--- config.mk ---
export PLATFORM = sky130hd
export DESIGN_NAME = qspi_xip_ctrl_sac_flat
export DESIGN_NICKNAME = d
export VERILOG_FILES = /design/src/rtl/qspi_xip_ctrl_sac_if.sv /design/src/rtl/qspi_xip_ctrl_sac.sv /design/src/flat_wrapper.sv
export SDC_FILE = /design/constraint.sdc
export NUM_CORES = 2
export LEC_CHECK = 0
export BUFFER_PORTS_ARGS = -buffer_cell sky130_fd_sc_hd__buf_2
export CAP_MARGIN = 15
export CORE_AREA = 2 2 433 435
export DETAILED_ROUTE_END_ITERATION = 6
export DIE_AREA = 0 0 435 437
export PLACE_DENSITY_LB_ADDON = 0.2
export SYNTH_ARGS = -nofsm -noshare
export SYNTH_HDL_FRONTEND = slang
export SYNTH_SLANG_ARGS = --single-unit
--- constraint.sdc ---
create_clock -name HCLK -period 6.3 [get_ports HCLK]
set_input_delay 0.945 -clock HCLK [delete_from_list [all_inputs] [get_ports HCLK]]
set_output_delay 0.945 -clock HCLK [all_outputs]
set_load 0.01 [all_outputs]
--- src/rtl/qspi_xip_ctrl_sac_if.sv ---
// -----------------------------------------------------------------------------
// qspi_xip_ctrl_sac_if
// AHB-Lite slave-side bundle for the QSPI XIP controller.
//   HSEL, HADDR, HTRANS, HWRITE, HREADY : master -> slave address phase
//   HREADYOUT, HRDATA                   : slave -> master data phase
// Modports: master (bus driver / bench), slave (controller).
// -----------------------------------------------------------------------------
interface qspi_xip_ctrl_sac_if;
    logic        HSEL;
    logic [31:0] HADDR;
    logic [1:0]  HTRANS;
    logic        HWRITE;
    logic        HREADY;
    logic        HREADYOUT;
    logic [31:0] HRDATA;

    modport master (
        output HSEL, HADDR, HTRANS, HWRITE, HREADY,
        input  HREADYOUT, HRDATA
    );

    modport slave (
        input  HSEL, HADDR, HTRANS, HWRITE, HREADY,
        output HREADYOUT, HRDATA
    );
endinterface

--- src/rtl/qspi_xip_ctrl_sac.sv ---
// -----------------------------------------------------------------------------
// qspi_xip_ctrl_sac
// Read-only AHB-Lite XIP controller with a direct-mapped line cache in front of
// an SST26-class quad SPI flash. Misses are filled with a Quad I/O read (EBh):
// command, 24-bit line address, mode byte 0x00, dummy clocks, then one line of
// data. sck runs at HCLK/2 and idles low.
//
// Ports:
//   HCLK, HRESETn      clock, asynchronous active-low reset
//   ahb (slave)        AHB-Lite HSEL/HADDR/HTRANS/HWRITE/HREADY in,
//                      HREADYOUT/HRDATA out
//   flush              pulse: invalidate every cache line
//   sck, ce_n          flash clock and chip enable (active low)
//   din, dout, douten  SIO pads via external tri-state wrapper
//   hit_cnt, miss_cnt  saturating counters, only with QSPI_XIP_PERF_CNT_EN
//
// Optional feature macro: QSPI_XIP_PERF_CNT_EN (adds hit_cnt/miss_cnt).
// -----------------------------------------------------------------------------
module qspi_xip_ctrl_sac #(
    parameter int NUM_LINES    = 16,
    parameter int LINE_WORDS   = 4,
    parameter int DUMMY_CYCLES = 4,
    parameter int ADDR_WIDTH   = 24
) (
    input  logic                     HCLK,
    input  logic                     HRESETn,
    qspi_xip_ctrl_sac_if.slave       ahb,
    input  logic                     flush,
    output logic                     sck,
    output logic                     ce_n,
    input  logic [3:0]               din,
    output logic [3:0]               dout,
    output logic                     douten
`ifdef QSPI_XIP_PERF_CNT_EN
    ,
    output logic [31:0]              hit_cnt,
    output logic [31:0]              miss_cnt
`endif
);

    localparam int OFF_W     = $clog2(LINE_WORDS);
    localparam int IDX_W     = $clog2(NUM_LINES);
    localparam int TAG_W     = ADDR_WIDTH - IDX_W - OFF_W - 2;
    localparam int LINE_BITS = 32 * LINE_WORDS;
    localparam int CNT_W     = 8;

    localparam logic [7:0]       CMD_EB    = 8'hEB;
    localparam logic [CNT_W-1:0] LEN_DUMMY = CNT_W'(DUMMY_CYCLES);
    localparam logic [CNT_W-1:0] LEN_DATA  = CNT_W'(8 * LINE_WORDS);

    typedef enum logic [2:0] {
        ST_IDLE,
        ST_CMD,
        ST_ADDR,
        ST_MODE,
        ST_DUMMY,
        ST_DATA,
        ST_DONE
    } state_t;

    state_t                 st_r, st_s;
    logic                   ph_r;          // 0: sck low half, 1: sck high half
    logic [CNT_W-1:0]       cnt_r;         // sck periods elapsed in current state
    logic                   sck_r, ce_n_r, douten_r, hready_r;
    logic [3:0]             dout_r;
    logic [31:0]            hrdata_r;
    logic [IDX_W-1:0]       fill_idx_r;
    logic [TAG_W-1:0]       fill_tag_r;
    logic [OFF_W-1:0]       fill_off_r;
    logic [23:0]            fill_addr_r;
    logic [LINE_BITS-1:0]   line_buf_r;
    logic                   flush_pend_r;

    logic [LINE_BITS-1:0]   data_r [NUM_LINES];
    logic [TAG_W-1:0]       tag_r  [NUM_LINES];
    logic [NUM_LINES-1:0]   valid_r;

    logic [OFF_W-1:0]       req_off_s;
    logic [IDX_W-1:0]       req_idx_s;
    logic [TAG_W-1:0]       req_tag_s;
    logic [23:0]            line_addr_s;
    logic                   rd_s, hit_s, fill_start_s, seg_end_s, done_wr_s;
    logic                   unused_s;

    // Length in sck periods of each serial state.
    function automatic logic [CNT_W-1:0] seg_len(input state_t s);
        case (s)
            ST_CMD:   seg_len = 8'd8;
            ST_ADDR:  seg_len = 8'd6;
            ST_MODE:  seg_len = 8'd2;
            ST_DUMMY: seg_len = LEN_DUMMY;
            ST_DATA:  seg_len = LEN_DATA;
            default:  seg_len = 8'd1;
        endcase
    endfunction

    // Nibble presented on dout for sck period c of state s.
    function automatic logic [3:0] out_nib(input state_t s, input logic [CNT_W-1:0] c,
                                           input logic [23:0] a);
        logic [23:0] sh;
        sh = a << {c[2:0], 2'b00};
        case (s)
            ST_CMD:  out_nib = {3'b000, CMD_EB[3'd7 - c[2:0]]};
            ST_ADDR: out_nib = sh[23:20];
            default: out_nib = 4'h0;
        endcase
    endfunction

    assign req_off_s   = ahb.HADDR[OFF_W+1:2];
    assign req_idx_s   = ahb.HADDR[OFF_W+IDX_W+1:OFF_W+2];
    assign req_tag_s   = ahb.HADDR[ADDR_WIDTH-1:OFF_W+IDX_W+2];
    assign line_addr_s = 24'({req_tag_s, req_idx_s}) << (OFF_W + 2);
    assign unused_s    = ^{ahb.HADDR[31:ADDR_WIDTH], ahb.HADDR[1:0], ahb.HTRANS[0]};

    // hready_r is only high while idle, so a stalled pipelined address phase is
    // never taken until the fill has returned its word.
    assign rd_s         = ahb.HSEL & ahb.HTRANS[1] & ahb.HREADY & hready_r & ~ahb.HWRITE;
    assign hit_s        = valid_r[req_idx_s] & (tag_r[req_idx_s] == req_tag_s);
    assign fill_start_s = (st_r == ST_IDLE) & rd_s & ~hit_s;
    assign seg_end_s    = ph_r & (cnt_r == (seg_len(st_r) - 8'd1));
    assign done_wr_s    = (st_r == ST_DONE) & ~ph_r;

    // Fill FSM next-state logic.
    always_comb begin
        st_s = st_r;
        case (st_r)
            ST_IDLE:  if (fill_start_s) st_s = ST_CMD;   else st_s = ST_IDLE;
            ST_CMD:   if (seg_end_s)    st_s = ST_ADDR;  else st_s = ST_CMD;
            ST_ADDR:  if (seg_end_s)    st_s = ST_MODE;  else st_s = ST_ADDR;
            ST_MODE:  if (seg_end_s)    st_s = (DUMMY_CYCLES == 32'sd0) ? ST_DATA : ST_DUMMY;
                      else              st_s = ST_MODE;
            ST_DUMMY: if (seg_end_s)    st_s = ST_DATA;  else st_s = ST_DUMMY;
            ST_DATA:  if (seg_end_s)    st_s = ST_DONE;  else st_s = ST_DATA;
            ST_DONE:  if (ph_r)         st_s = ST_IDLE;  else st_s = ST_DONE;
            default:                    st_s = ST_IDLE;
        endcase
    end

    // State register, flash pin drivers and AHB data-phase outputs.
    always_ff @(posedge HCLK or negedge HRESETn) begin
        if (!HRESETn) begin
            st_r        <= ST_IDLE;
            ph_r        <= 1'b0;
            cnt_r       <= '0;
            sck_r       <= 1'b0;
            ce_n_r      <= 1'b1;
            dout_r      <= 4'h0;
            douten_r    <= 1'b0;
            hready_r    <= 1'b1;
            hrdata_r    <= 32'h0;
            fill_idx_r  <= '0;
            fill_tag_r  <= '0;
            fill_off_r  <= '0;
            fill_addr_r <= 24'h0;
            line_buf_r  <= '0;
        end else begin
            st_r <= st_s;
            case (st_r)
                ST_IDLE: begin
                    ph_r  <= 1'b0;
                    cnt_r <= '0;
                    if (rd_s && hit_s) begin
                        hrdata_r <= data_r[req_idx_s][32*req_off_s +: 32];
                    end else if (fill_start_s) begin
                        hready_r    <= 1'b0;
                        ce_n_r      <= 1'b0;
                        douten_r    <= 1'b1;
                        dout_r      <= out_nib(ST_CMD, 8'd0, line_addr_s);
                        fill_idx_r  <= req_idx_s;
                        fill_tag_r  <= req_tag_s;
                        fill_off_r  <= req_off_s;
                        fill_addr_r <= line_addr_s;
                    end
                end
                // Two cycles: first commits the line, second returns the word.
                ST_DONE: begin
                    ph_r <= ~ph_r;
                    if (ph_r) begin
                        hrdata_r <= line_buf_r[32*fill_off_r +: 32];
                        hready_r <= 1'b1;
                    end
                end
                default: begin
                    ph_r  <= ~ph_r;
                    sck_r <= ~ph_r;
                    if (!ph_r) begin
                        // sck rising: nibble n lands at bit (n^1)*4, giving
                        // high-nibble-first bytes packed little-endian.
                        if (st_r == ST_DATA) begin
                            line_buf_r[{cnt_r ^ 8'd1, 2'b00} +: 4] <= din;
                        end
                    end else if (seg_end_s) begin
                        cnt_r    <= '0;
                        dout_r   <= out_nib(st_s, 8'd0, fill_addr_r);
                        douten_r <= (st_s == ST_CMD) || (st_s == ST_ADDR) || (st_s == ST_MODE);
                        ce_n_r   <= (st_s == ST_DONE);
                    end else begin
                        cnt_r  <= cnt_r + 8'd1;
                        dout_r <= out_nib(st_r, cnt_r + 8'd1, fill_addr_r);
                    end
                end
            endcase
        end
    end

    // Line data storage; contents are meaningless until the valid bit is set.
    always_ff @(posedge HCLK) begin
        if (done_wr_s) begin
            data_r[fill_idx_r] <= line_buf_r;
        end
    end

    // Tags, valid bits and the flush-during-fill marker.
    always_ff @(posedge HCLK or negedge HRESETn) begin
        if (!HRESETn) begin
            valid_r      <= '0;
            flush_pend_r <= 1'b0;
            for (int i = 0; i < NUM_LINES; i++) begin
                tag_r[i] <= '0;
            end
        end else begin
            if (flush) begin
                valid_r <= '0;
            end else if (done_wr_s && !flush_pend_r) begin
                valid_r[fill_idx_r] <= 1'b1;
            end
            if (done_wr_s) begin
                tag_r[fill_idx_r] <= fill_tag_r;
            end
            if ((st_r == ST_DONE) && ph_r) begin
                flush_pend_r <= 1'b0;
            end else if (flush && ((st_r != ST_IDLE) || fill_start_s)) begin
                flush_pend_r <= 1'b1;
            end
        end
    end

`ifdef QSPI_XIP_PERF_CNT_EN
    logic [31:0] hit_cnt_r, miss_cnt_r;

    // Saturating hit/miss counters, cleared by flush.
    always_ff @(posedge HCLK or negedge HRESETn) begin
        if (!HRESETn) begin
            hit_cnt_r  <= 32'h0;
            miss_cnt_r <= 32'h0;
        end else if (flush) begin
            hit_cnt_r  <= 32'h0;
            miss_cnt_r <= 32'h0;
        end else begin
            if (rd_s && hit_s && (hit_cnt_r != 32'hFFFF_FFFF)) begin
                hit_cnt_r <= hit_cnt_r + 32'd1;
            end
            if (fill_start_s && (miss_cnt_r != 32'hFFFF_FFFF)) begin
                miss_cnt_r <= miss_cnt_r + 32'd1;
            end
        end
    end

    assign hit_cnt  = hit_cnt_r;
    assign miss_cnt = miss_cnt_r;
`endif

    assign ahb.HREADYOUT = hready_r;
    assign ahb.HRDATA    = hrdata_r;
    assign sck           = sck_r;
    assign ce_n          = ce_n_r;
    assign dout          = dout_r;
    assign douten        = douten_r;

endmodule

--- src/flat_wrapper.sv ---
// flat-port wrapper written by rule: the top's interface ports become plain ports
module qspi_xip_ctrl_sac_flat 
#(
    parameter int NUM_LINES    = 16,
    parameter int LINE_WORDS   = 4,
    parameter int DUMMY_CYCLES = 4,
    parameter int ADDR_WIDTH   = 24
)
  (HCLK, HRESETn, flush, sck, ce_n, din, dout, douten, ahb_HSEL, ahb_HADDR, ahb_HTRANS, ahb_HWRITE, ahb_HREADY, ahb_HREADYOUT, ahb_HRDATA);
  qspi_xip_ctrl_sac_if ahb_i ();
  input  logic HCLK;
  input  logic HRESETn;
  input  logic flush;
  output logic sck;
  output logic ce_n;
  input  logic [3:0] din;
  output logic [3:0] dout;
  output logic douten;
  input wire logic [$bits(ahb_i.HSEL)-1:0] ahb_HSEL;
  input wire logic [$bits(ahb_i.HADDR)-1:0] ahb_HADDR;
  input wire logic [$bits(ahb_i.HTRANS)-1:0] ahb_HTRANS;
  input wire logic [$bits(ahb_i.HWRITE)-1:0] ahb_HWRITE;
  input wire logic [$bits(ahb_i.HREADY)-1:0] ahb_HREADY;
  output wire logic [$bits(ahb_i.HREADYOUT)-1:0] ahb_HREADYOUT;
  output wire logic [$bits(ahb_i.HRDATA)-1:0] ahb_HRDATA;
  assign ahb_i.HSEL = ahb_HSEL;
  assign ahb_i.HADDR = ahb_HADDR;
  assign ahb_i.HTRANS = ahb_HTRANS;
  assign ahb_i.HWRITE = ahb_HWRITE;
  assign ahb_i.HREADY = ahb_HREADY;
  assign ahb_HREADYOUT = ahb_i.HREADYOUT;
  assign ahb_HRDATA = ahb_i.HRDATA;
  qspi_xip_ctrl_sac #(.NUM_LINES(NUM_LINES), .LINE_WORDS(LINE_WORDS), .DUMMY_CYCLES(DUMMY_CYCLES), .ADDR_WIDTH(ADDR_WIDTH)) u_core (.HCLK(HCLK), .HRESETn(HRESETn), .ahb(ahb_i), .flush(flush), .sck(sck), .ce_n(ce_n), .din(din), .dout(dout), .douten(douten));
endmodule
* After elaboration in Yosys (flattened, before gate mapping)
Memory sizes are Yosys's and may differ from the RTL's.
Cells that the tools add are included.
W data, S select, Z words.
** Word-level totals
- Register bits after elaboration :: 495
- Latch bits :: 0
- Bits in writable memories :: 2048
- Bits in read-only memories :: 8
- Input port bits :: 44
- Output and inout bits :: 40
- Word-level logic and storage cells :: 163
- Memories :: 2
** Operators by class
- $add $sub $neg :: 4
- Multiply operators :: 0
- Divide/modulo/power cells :: 0
- $lt $le $gt $ge :: 7
- Equality and inequality tests :: 16
- Shift operators :: 5
- Mux-type cells :: 53
- Bitwise logic cells :: 19
- Reduce and logical (&&, ||, !) cells :: 25
** Memory list
- u_core.data_r :: words 16, bits a word 128, read ports 1, clocked after Yosys merged registers in 0, write ports 1, RTL line qspi_xip_ctrl_sac.sv:74 : logic [LINE_BITS-1:0] data_r [NUM_LINES];
- (name not given) :: words 8, bits a word 1, read ports 1, clocked after Yosys merged registers in 0, write ports 0, RTL line qspi_xip_ctrl_sac.sv:103 : ST_CMD: out_nib = {3'b000, CMD_EB[3'd7 - c[2:0]]};
** Operator list (count)
- $bwmux W256 :: 1
- $shiftx A128 B8 Y32 :: 2
- $bwmux W128 :: 1
- $shift A4 B12 Y128 const A :: 1
- $shiftx A4 B12 Y128 :: 1
- $mux W16 :: 5
- $bmux W16 S4 :: 1
- $demux W16 S4 :: 1
- $mux W32 :: 2
- $pmux W32 S2 :: 1
- $pmux W6 S5 :: 1
- $pmux W4 S2 :: 3
- $shl A24 B5 Y24 :: 1
- $pmux W3 S7 :: 1
- $mux W1 :: 20
- $eq A16 B16 Y1 :: 1
- $mux W4 :: 4
- $mux W8 :: 2
- $or A16 B16 Y16 :: 1
- $pmux W8 S2 :: 1
- $eq A3 B2 Y1 const B :: 4
- $eq A3 B3 Y1 const B :: 4
- $neg A10 Y12 :: 1
- $ge A5 B5 Y1 const B :: 2
- 30 further kinds :: 67

* Longest topological paths before layout
- Word-level depth :: 16
- Depth in mapped cells :: 17
- Depth with buffers taken out :: 10

* Worst setup path after synthesis
Ideal clock, no wire load.
- Path kind :: reg-to-reg
- Start point :: register u_core.st_r[2]
- End point :: register u_core.tag_r[134] (netlist bit)
- Setup time :: 0.084 ns
- Data arrival time :: 6.347 ns
- Required time :: 6.216 ns
- Path slack :: -0.131 ns
- Stages on the path, launching flop included :: 7
- Path buffers :: 3
- Clock period less this slack :: 6.431 ns
- Path through :: dfrtp_1 > clkbuf_1 > nand3b_1 > clkbuf_1 > nor4_1 > clkbuf_1 > mux2_2
** Between the ends
- Cells in the longest elaborated chain, start to end :: 2
** Ends and longest elaborated chain
- start: declaration :: RTL line qspi_xip_ctrl_sac.sv:61 : state_t st_r, st_s;
- start signal: assignment :: RTL line qspi_xip_ctrl_sac.sv:157 : st_r <= st_s;
- $eq A3 B3 Y1 :: RTL line qspi_xip_ctrl_sac.sv:121 : assign done_wr_s = (st_r == ST_DONE) & ~ph_r;
- $and A1 B1 Y1 :: RTL line qspi_xip_ctrl_sac.sv:121
- end signal: indexed assignment :: RTL line qspi_xip_ctrl_sac.sv:228 : tag_r[fill_idx_r] <= fill_tag_r;
- end: declaration :: RTL line qspi_xip_ctrl_sac.sv:75 : logic [TAG_W-1:0] tag_r [NUM_LINES];
Every way passes these cells.
A chain may end at the register's enable or synchronous reset.

* Worst setup path in the final report
- Start point :: register u_core.cnt_r[0]
- End point :: register u_core.line_buf_r[114]
** Between the ends
- Cells in the longest elaborated chain, start to end :: 4
- Elaborated cells on any way between the ends :: 5
- Classes of those cells :: add/sub (1); shift (2); mux (1); bitwise (1)
** Ends and longest elaborated chain
- start: declaration :: RTL line qspi_xip_ctrl_sac.sv:63 : logic [CNT_W-1:0] cnt_r;
- start signal: assignment :: RTL line qspi_xip_ctrl_sac.sv:198 : cnt_r <= cnt_r + 8'd1;
- $not A1 Y1 (no source line) *
- $neg A10 Y12 * :: RTL line qspi_xip_ctrl_sac.sv:190 : line_buf_r[{cnt_r ^ 8'd1, 2'b00} +: 4] <= din;
- $shiftx A4 B12 Y128 or $shift A4 B12 Y128 (tied branches) :: RTL line qspi_xip_ctrl_sac.sv:190
- $bwmux W128 * :: RTL line qspi_xip_ctrl_sac.sv:190
- end signal: indexed assignment :: RTL line qspi_xip_ctrl_sac.sv:190
- end: declaration :: RTL line qspi_xip_ctrl_sac.sv:71 : logic [LINE_BITS-1:0] line_buf_r;
Mark *: on every way between the ends. The rest lies on a longest branch, timed or not.

==> reports/results.tsv <==
stage	metric	value	unit
status	status	finished, final reports clean	
sta	final setup TNS	0	ps
sta	worst-margin pin slew	1210	ps
sta	Setup Skew	41.9	ps
place	IO Port Bufs	72	
sta	f_max	215	MHz
cells_and_area	commonest non-fill, non-tap cell in the layout	edfxtp_1	
worst_setup_path	Data arrival, critical path	5380	ps
synth	Most used DFF post-synth	edfxtp_1	
cells_and_area	area growth from synthesis to layout	11.1	%
synth	Yosys cell types	70	
cells_and_area	most frequent cells in the layout	edfxtp_1 (2048), dfrtp_1 (471), mux2i_1 (459)	
cells_and_area	share of layout cells above drive strength 1	0.241	
clocking	H-tree Lvls	4	
pwr	leakage power	36.3	nW
pwr	combinational share of power	0.030	
pwr	Net Sw Power	0.00686	W
worst_setup_path	crit path capture type	flip-flop	
cells_and_area	Nets	5726	
synth	syn_nets	5620	
drt	Wirelength per Cell	31.2	um
place	final RePlAce weighted congestion	0.840	
clocking	post_cts resized	0	
synth	Synth Warn #	0	
synth	sequential fraction of the synthesis area	0.723	
clocking	Worst-path clk slew	60	ps
die	chip width	435	um
clocking	clk sinks	2523	
cells_and_area	fill cell count	13317	
sta	RSZ-0062 raised after global routing	false	
die	Initial Utilization	0.549	
synth	Synth Instances	5572	
clocking	Inserted Clock Buffers	241	
pwr	Int Pwr	0.0264	W
drt	vias per inst	6.50	
global_routing	vias in the first global route	54745	
clocking	clock root buffer	clkbuf_16	
pwr	Max VDD drop	0.238	mV
clocking	CTS tree	built	
clocking	Post-CTS Hold Fix Bufs	0	
clocking	Post CTS Setup Buffer Count	0	
global_routing	first-pass GRT wire length	380000	um
clocking	clk buf depth	3	
clocking	Clock Latency Late Sink	870	ps
sta	fin crit share	0.737	
die	Vert. Die Dim	437	um
pwr	sw frac	0.206	
place	hpwl dp	143000	um
worst_hold_path	worst min path class	in2async	
global_routing	initial antenna violation count	11	
pwr	clock network power share	0.432	
worst_setup_path	kind of critical path	reg2reg	
job	maxcap violations	0	
synth	syn avg cell area	18.2	sq um
worst_setup_path	crit-path max FO	22	
synth	Synth async-reset ratio	0.188	
global_routing	grt ovf	0	
global_routing	Global Route Usage Sum	0.275	
die	Row Count	158	
worst_setup_path	CP required	7040	ps
synth	EDFF count, synth	2048	
sta	max-slew violation count	0	
die	I/O pins	84	
drt	post-route ant nets	0	
drt	Post-Route WL	261000	um
worst_setup_path	Startpoint Class	flip-flop	
cells_and_area	Finished Core Util	0.609	
drt	1st-iter DRT viols	6526	
die	die area	190000	sq um
drt	router iterations before antenna repair	6	
sta	minimum clock period	4640	ps
sta	final hold violations	0	
die	Core ar.	185000	sq um
drt	Residual DRC	0	
worst_setup_path	FF-to-FF setup slack	1660	ps
drt	Vias	54407	
pwr	pwr dens	295	nW/um^2
synth	Seq cells post-synth	2523	
synth	Synth Cell Area	101000	sq um
pwr	part of the power in registers	0.537	
global_routing	largest net degree at the start of global routing	159	
pwr	Pwr Total	0.0333	W
sta	Final setup viols	0	
sta	Slew Limit Headroom	0.191	
metal layers:
metal  up-vias  track usage  share of wire
met5         -            0        0.00022
met4         8       0.0693          0.024
met3       391       0.0448          0.082
met2      2514        0.439           0.48
met1     29075        0.398           0.41
li1      22419            -              -
final cells by class:
class	instances	area [sq um]	area share
antenna	2	5.00	0.0000444
clock buffer	331	6760	0.0599
clock inverter	119	1120	0.00995
inverter	19	154	0.00136
multi-input combinational	2681	26500	0.235
sequential	2523	73400	0.651
tap	2480	3100	0.0275
timing repair buffer	212	1720	0.0153
through the flow:
step	instances	worst slack (ps)	hold WS (ps)	area, sq um
after CTS	8365	1840	59.2	113000
after global placement	7915	1280	460	105000
after floorplan	5572	189	440	101000
after detailed placement	7915	1200	458	105000
after global routing	8366	1570	84.1	113000
final	8367	1660	90.2	113000
final timing paths:
kind | from | end | depth (start not counted)
worst max-delay path | u_core.cnt_r[0] | u_core.line_buf_r[114] | 6
worst min-delay path | HRESETn | u_core.ahb.HRDATA[30] | 1
worst max register to register | u_core.cnt_r[0] | u_core.line_buf_r[114] | 6
worst min register to register | u_core.tag_r[156] | u_core.tag_r[156] | 2
max in group asynchronous | HRESETn | u_core.tag_r[140] | 2
min in group HCLK | ahb_HADDR[22] | u_core.fill_tag_r[14] | 2
cell usage after synthesis (all sizes together), types with 15 or more instances:
library cell     n  area share
and3            66      0.0041
xnor2           15      0.0013
mux2           388       0.044
nand2          314       0.012
a41oi           30      0.0026
a211oi          36      0.0027
a21oi           66      0.0033
buf            178      0.0098
mux4           417       0.093
edfxtp        2048        0.61
a22o            33      0.0028
o22ai           31      0.0019
nand3           97      0.0048
nor2           192      0.0071
o211ai          35      0.0026
nor2b           20      0.0012
nor3            32      0.0016
o21ai           99      0.0050
nor4            38      0.0024
dfrtp          473        0.12
mux2i          459       0.045
nand2b          45      0.0028
a22oi          133      0.0098
nand4           34      0.0022
inv             16     0.00059
clkbuf         171      0.0063
critical path, cell delays in order (launching register included):
cell,delay (ps)
dfrtp_1,1030
inv_1,420
ha_1,900
nand3_1,640
nand2b_1,500
nor2_1,620
mux2_2,410
power groups by stage:
stage                     clock, W  sequential (W)  combinational [W]
final                       0.0144          0.0179            0.00101
after global routing        0.0152          0.0179            0.00107
after CTS                   0.0145          0.0179            0.00102
after detailed placement         0          0.0182            0.00101
after global placement           0          0.0182            0.00101
after floorplan                  0          0.0182           0.000614
kinds of logic after synthesis:
logic type,after synthesis,share of synthesized area
adder cells (fa/ha/maj),4,0.000493
buffers and inverters,368,0.0169
AO/OA/AOI/OAI,501,0.0340
XOR/XNOR,26,0.00224
flip-flops,2523,0.723
AND/OR/NAND/NOR,886,0.0413
multiplexers,1264,0.182
registers in the layout, indices dropped and copies added, names as in the netlist:
signal	flops
u_core.douten	1
u_core.line_buf_r	128
u_core.tag_r	256
u_core.st_r	3
u_core.ahb.HREADYOUT	1
u_core.fill_off_r	2
u_core.sck	1
u_core.fill_tag_r	15
u_core.ph_r	1
u_core.data_r	2048
u_core.dout	4
u_core.fill_addr_r	2
u_core.flush_pend_r	1
u_core.ahb.HRDATA	32
u_core.cnt_r	8
u_core.fill_idx_r	3
u_core.valid_r	16
u_core.ce_n	1
Note: power is estimated with default switching activity, not from simulation.
